==> src/rtl/mc_pkg.sv <==
// Shared encodings for the multicycle MIPS main control FSM.
package mc_pkg;

    typedef enum logic [3:0] {
        S_INIT,
        S_FETCH,
        S_DECODE,
        S_MEM_ADDR,
        S_MEM_READ,
        S_MEM_WB,
        S_MEM_WRITE,
        S_R_EXEC,
        S_R_WB,
        S_I_EXEC,
        S_I_WB,
        S_BRANCH,
        S_JUMP,
        S_ILLEGAL
    } state_t;

    typedef enum logic [2:0] {
        CLS_R,
        CLS_IMM,
        CLS_MEM,
        CLS_BRANCH,
        CLS_JUMP,
        CLS_ILLEGAL
    } iclass_t;

    localparam logic [5:0] OP_R     = 6'b000000;
    localparam logic [5:0] OP_ADDI  = 6'b001000;
    localparam logic [5:0] OP_ORI   = 6'b001101;
    localparam logic [5:0] OP_LW    = 6'b100011;
    localparam logic [5:0] OP_SW    = 6'b101011;
    localparam logic [5:0] OP_BEQ   = 6'b000100;
    localparam logic [5:0] OP_BNE   = 6'b000101;
    localparam logic [5:0] OP_J     = 6'b000010;
    localparam logic [5:0] OP_JAL   = 6'b000011;
    localparam logic [5:0] FUNCT_JR = 6'b001000;

    localparam logic [2:0] ALUOP_RTYPE = 3'b111;
    localparam logic [2:0] ALUOP_ADD   = 3'b100;
    localparam logic [2:0] ALUOP_OR    = 3'b101;
    localparam logic [2:0] ALUOP_SUB   = 3'b110;
    localparam logic [2:0] ALUOP_IDLE  = 3'b000;

endpackage

==> src/rtl/multicycle_control_opcode_class.sv <==
// Opcode/Funct to instruction class; JR is an R-format opcode
// but sequences as a jump.
module mc_opcode_class
    import mc_pkg::*;
(
    input  logic [5:0] Opcode,
    input  logic [5:0] Funct,
    output iclass_t    cls_o
);

    always_comb begin
        cls_o = CLS_ILLEGAL;
        unique case (Opcode)
            OP_R:            cls_o = (Funct == FUNCT_JR) ? CLS_JUMP : CLS_R;
            OP_ADDI, OP_ORI: cls_o = CLS_IMM;
            OP_LW, OP_SW:    cls_o = CLS_MEM;
            OP_BEQ, OP_BNE:  cls_o = CLS_BRANCH;
            OP_J, OP_JAL:    cls_o = CLS_JUMP;
            default:         cls_o = CLS_ILLEGAL;
        endcase
    end

endmodule

==> src/rtl/multicycle_control.sv <==
// Multicycle MIPS main control FSM with retire counter.
// Build option: MULTICYCLE_MEM_HANDSHAKE_EN stalls memory states on MemReady.
module multicycle_control
    import mc_pkg::*;
#(
    parameter int COUNT_W         = 16,
    parameter int HALT_ON_ILLEGAL = 1
) (
    input  logic               clk,
    input  logic               reset,
    input  logic [5:0]         Opcode,
    input  logic [5:0]         Funct,
    input  logic               Zero,
    input  logic               MemReady,
    output logic               IorD,
    output logic               MemRead,
    output logic               MemWrite,
    output logic               IRWrite,
    output logic [1:0]         RegDst,
    output logic [1:0]         MemtoReg,
    output logic               RegWrite,
    output logic               ALUSrcA,
    output logic [1:0]         ALUSrcB,
    output logic [2:0]         ALUOp,
    output logic [1:0]         PCSource,
    output logic               PCWrite,
    output logic               InstrDone,
    output logic [COUNT_W-1:0] InstrCount,
    output logic               IllegalOp
);

    state_t               state_q, state_d;
    logic [COUNT_W-1:0]   cnt_q;
    iclass_t              cls;
    logic                 mem_rdy;

`ifdef MULTICYCLE_MEM_HANDSHAKE_EN
    assign mem_rdy = MemReady;
`else
    assign mem_rdy = MemReady | 1'b1;
`endif

    mc_opcode_class u_class (
        .Opcode (Opcode),
        .Funct  (Funct),
        .cls_o  (cls)
    );

    always_comb begin
        state_d   = state_q;
        IorD      = 1'b0;
        MemRead   = 1'b0;
        MemWrite  = 1'b0;
        IRWrite   = 1'b0;
        RegDst    = 2'b00;
        MemtoReg  = 2'b00;
        RegWrite  = 1'b0;
        ALUSrcA   = 1'b0;
        ALUSrcB   = 2'b00;
        ALUOp     = ALUOP_IDLE;
        PCSource  = 2'b00;
        PCWrite   = 1'b0;
        InstrDone = 1'b0;
        IllegalOp = 1'b0;
        unique case (state_q)
            S_INIT: state_d = S_FETCH;
            S_FETCH: begin
                MemRead = 1'b1;
                ALUSrcB = 2'b01;
                ALUOp   = ALUOP_ADD;
                IRWrite = mem_rdy;
                PCWrite = mem_rdy;
                if (mem_rdy) state_d = S_DECODE;
            end
            S_DECODE: begin
                ALUSrcB = 2'b11;
                ALUOp   = ALUOP_ADD;
                unique case (cls)
                    CLS_R:      state_d = S_R_EXEC;
                    CLS_IMM:    state_d = S_I_EXEC;
                    CLS_MEM:    state_d = S_MEM_ADDR;
                    CLS_BRANCH: state_d = S_BRANCH;
                    CLS_JUMP:   state_d = S_JUMP;
                    default:    state_d = S_ILLEGAL;
                endcase
            end
            S_MEM_ADDR: begin
                ALUSrcA = 1'b1;
                ALUSrcB = 2'b10;
                ALUOp   = ALUOP_ADD;
                state_d = (Opcode == OP_LW) ? S_MEM_READ : S_MEM_WRITE;
            end
            S_MEM_READ: begin
                MemRead = 1'b1;
                IorD    = 1'b1;
                if (mem_rdy) state_d = S_MEM_WB;
            end
            S_MEM_WB: begin
                RegWrite  = 1'b1;
                MemtoReg  = 2'b01;
                InstrDone = 1'b1;
                state_d   = S_FETCH;
            end
            S_MEM_WRITE: begin
                MemWrite  = 1'b1;
                IorD      = 1'b1;
                InstrDone = mem_rdy;
                if (mem_rdy) state_d = S_FETCH;
            end
            S_R_EXEC: begin
                ALUSrcA = 1'b1;
                ALUOp   = ALUOP_RTYPE;
                state_d = S_R_WB;
            end
            S_R_WB: begin
                RegWrite  = 1'b1;
                RegDst    = 2'b01;
                InstrDone = 1'b1;
                state_d   = S_FETCH;
            end
            S_I_EXEC: begin
                ALUSrcA = 1'b1;
                ALUSrcB = 2'b10;
                ALUOp   = (Opcode == OP_ORI) ? ALUOP_OR : ALUOP_ADD;
                state_d = S_I_WB;
            end
            S_I_WB: begin
                RegWrite  = 1'b1;
                InstrDone = 1'b1;
                state_d   = S_FETCH;
            end
            S_BRANCH: begin
                ALUSrcA   = 1'b1;
                ALUOp     = ALUOP_SUB;
                PCSource  = 2'b01;
                PCWrite   = (Opcode == OP_BNE) ? ~Zero : Zero;
                InstrDone = 1'b1;
                state_d   = S_FETCH;
            end
            S_JUMP: begin
                PCWrite   = 1'b1;
                PCSource  = (Opcode == OP_R) ? 2'b11 : 2'b10;
                InstrDone = 1'b1;
                state_d   = S_FETCH;
                // JAL links the return address into $ra
                if (Opcode == OP_JAL) begin
                    RegWrite = 1'b1;
                    RegDst   = 2'b10;
                    MemtoReg = 2'b10;
                end
            end
            S_ILLEGAL: begin
                IllegalOp = 1'b1;
                if (HALT_ON_ILLEGAL == 0) state_d = S_FETCH;
            end
            default: state_d = S_INIT;
        endcase
    end

    always_ff @(posedge clk or posedge reset) begin
        if (reset) begin
            state_q <= S_INIT;
            cnt_q   <= '0;
        end else begin
            state_q <= state_d;
            if (InstrDone) cnt_q <= cnt_q + COUNT_W'(1);
        end
    end

    assign InstrCount = cnt_q;

endmodule

==> config.mk <==
export PLATFORM = sky130hd
export DESIGN_NAME = multicycle_control
export DESIGN_NICKNAME = d
export VERILOG_FILES = /design/src/rtl/mc_pkg.sv /design/src/rtl/multicycle_control_opcode_class.sv /design/src/rtl/multicycle_control.sv
export SDC_FILE = /design/constraint.sdc
export NUM_CORES = 1
export LEC_CHECK = 0
export BUFFER_PORTS_ARGS = -buffer_cell sky130_fd_sc_hd__buf_4
export CELL_PAD_IN_SITES_DETAIL_PLACEMENT = 1
export CELL_PAD_IN_SITES_GLOBAL_PLACEMENT = 2
export CORE_MARGIN = 2
export CORE_UTILIZATION = 30
export DETAILED_ROUTE_END_ITERATION = 8
export PLACE_DENSITY_LB_ADDON = 0.1
export SYNTH_ARGS = -nofsm -noshare
export SYNTH_HDL_FRONTEND = slang
export SYNTH_HIERARCHICAL = 1
export SYNTH_SLANG_ARGS = --single-unit
==> constraint.sdc <==
create_clock -name clk -period 4.7 [get_ports clk]
set_input_delay 0 -clock clk [delete_from_list [all_inputs] [get_ports clk]]
set_output_delay 0 -clock clk [all_outputs]
set_load 0.1 [all_outputs]
==> run metrics <==
first-pass GRT wire length between 6000 and 7000 µm; Hold Crit Class in2reg; IO Pins 52; overall routed net length 4000 µm; Antenna Diode Count 0; met3 wire len approximately 160 µm; FFs w/ async S/R, synth between 90% and 100%; WHS between 200 and 250 ps; CP arrival ~2200 ps; Setup Viol. Count Final 0; Placed Area about 1900 µm²; RR Endpoint InstrCount[14]; Tmin final around 2200 ps; initial antenna violation count 0; TritonCTS buffer count 3; TritonCTS Sinks 20; Mapped Cells between 150 and 200; Total GRT Usage ~15%; DR vias roughly 1.4k; TritonCTS clock tree built; num rows 25; largest net degree at the start of global routing 21; gr ovfl total 0; Reg2Reg Depth 4; PortBufs 50; slowest stage cell on the critical path dfrtp_1; met2 routed WL approximately 1900 µm; Place WS around 2500 ps; Final Hold Fails 0; hold_sp Opcode[4]; H-tree levels 1; synthesized area per cell 8.84 µm²; CTS Buffer Depth 2; register bit count reported by yosys 20; syn nets 181; Initial Util 30.9%; setup_tns 0 ps; crit path buf inv count 1; critical path class reg2out; fmax 457 MHz; post_cts resized 0; YS warnings 6; Die Y 73.5 µm; largest stage delay on the critical path ~600 ps; CP delay by family, top simple AND/OR/NAND/NOR gates; CP required approximately 4700 ps; root buf cell clkbuf_8; CP Capture Type output port; top routing layer in use met4; Synth cell types a little under 50; Post-DRT Antenna Nets 0; Slew HR 46.7%; status finished, final reports clean; reg2reg start state_q[1]; overall die width 73.5 µm; cell area after synthesis approximately 1500 µm²; Seq/Total Area, Yosys 34.5%; die area approximately 5400 µm²; Final period util between 40% and 50%; Clk Latency, worst-skew pair 250 ps; CP Cell Sequence nand2b_1, or4_1, a21oi_1, buf_4; measured slew at the worst slew-check pin about 800 ps; Layout area overhead 31.8%; Final Max Tran Viols 0; Min-Delay Path Depth 5; Post-synth EDFFs 0; clk slew on worst S/H paths roughly 70 ps; First-pass DRT Iterations 4; max cap viols 0; Placer Congestion 0.745; layout cell share with drive strength beyond 1 about a third; crit path max fanout 19; Final WS setup approximately 2500 ps; Core ar. between 4000 and 5000 µm²; WL per Instance ~15 µm; RSZ-0062 raised after global routing false; post-DP HPWL 3060 µm; vias in the first global route between 1k and 1.5k; Vias/cell approximately 5.2; final instance area ~1900 µm²; Clock Skews 3.38 ps; Final #Nets 230; Residual DRC 0; CP Launch Type flop; WHS Endpoint state_q[1]; met1 wire length slightly below 2000 µm; reg2reg setup slack between 2000 and 3000 ps; DR iter-0 viols between 40 and 50; Most used DFF post-synth dfrtp_1
==> how the worst max path moves through the flow <==
stage,start,endpoint,depth (start not counted)
after global routing,state_q[1],InstrCount[5],4
after CTS,state_q[1],InstrCount[14],4
after floorplan,state_q[0],ALUOp[2],4
after detailed placement,state_q[1],InstrCount[14],4
after global placement,state_q[1],InstrCount[14],4
final,state_q[2],ALUOp[0],4
==> per-layer routing <==
layer	track usage (%)	vias up
li1	-	678
met4	1.82	0
met2	24.8	28
met1	20.9	680
met3	3.57	2
met5	0	-
==> layout make-up <==
| cell class | instances | area [µm²] |
|---|---|---|
| Tap cell | 54 | 67.6 |
| Timing Repair Buffer | 51 | 385 |
| Sequential cell | 20 | 500 |
| Inverter | 7 | 26.3 |
| Fill cell | 567 | 2780 |
| Clock buffer | 3 | 41.3 |
| Multi-Input combinational cell | 130 | 891 |
==> through the flow <==
stage	cells	utilization (%)
after detailed placement	261	39.7
final	265	40.7
after floorplan	164	-
after CTS	265	40.7
after global placement	261	39.7
after global routing	265	40.7
==> timing repair <==
item | CTS | global route
hold endpoints to repair | 20 | 0
hold buffers | 1 | 0
buffers inserted | 0 | 0
==> cell families after synthesis <==
logic type	Yosys count	share of synthesized area, %
AOI/OAI and AO/OA	25	12.9
xor gates and xnor gates	17	10.3
adders and majority gates	1	0.863
buffers and inverters	14	4.06
DFF	20	34.5
muxes	1	0.776
and+or+nand+nor	86	36.7
==> state kept, by name, summed over array words and instances, names as in the netlist <==
| name | flops |
|---|---|
| state_q | 4 |
| InstrCount | 16 |
==> cell usage in the layout (no fill, tap or decap), types with 3 or more instances in the layout <==
master and instances:
o21ai_0 4, dfrtp_1 20, clkbuf_8 3, xnor2_1 6, nand2b_1 5, a21oi_1 6, xor2_1 11, or2_2 3
nand3b_1 3, nand3_1 4, inv_1 7, nor3_1 10, nand2_1 19, buf_4 50, nor2_1 16, nor3b_1 3
==> worst reg2reg max path, delay by kind of cell (launching register included) <==
kind | cells | cell delay [ps]
AO/OA/AOI/OAI | 1 | 640
XOR/XNOR | 1 | 180
flip-flops | 1 | 720
AND/OR/NAND/NOR | 2 | 520
==> Yosys cell counts (2+ instances only) <==
library cell | count | area share (%)
a22oi_1 | 2 | 1.0
or4_1 | 2 | 1.0
inv_1 | 7 | 1.8
o31ai_1 | 2 | 1.0
nor2_1 | 16 | 4.1
clkbuf_1 | 3 | 0.78
xnor2_1 | 6 | 3.6
a31oi_1 | 2 | 0.86
nand2b_1 | 5 | 2.2
nor2b_1 | 2 | 0.86
nor4b_1 | 2 | 1.2
xor2_1 | 11 | 6.6
nand4b_1 | 2 | 1.2
nor4b_2 | 2 | 2.1
o21ai_0 | 4 | 1.4
a21oi_1 | 6 | 2.1
nor3_1 | 10 | 3.5
nor3b_1 | 3 | 1.6
nor4_1 | 2 | 0.86
nand3b_1 | 3 | 1.6
dfrtp_1 | 20 | 35
nand2_1 | 19 | 4.9
or2_2 | 3 | 1.3
nand3_1 | 4 | 1.4
buf_2 | 2 | 0.69
Power is not shown: default switching activity piles up to over one toggle a cycle in this logic, so the estimate is an artifact.
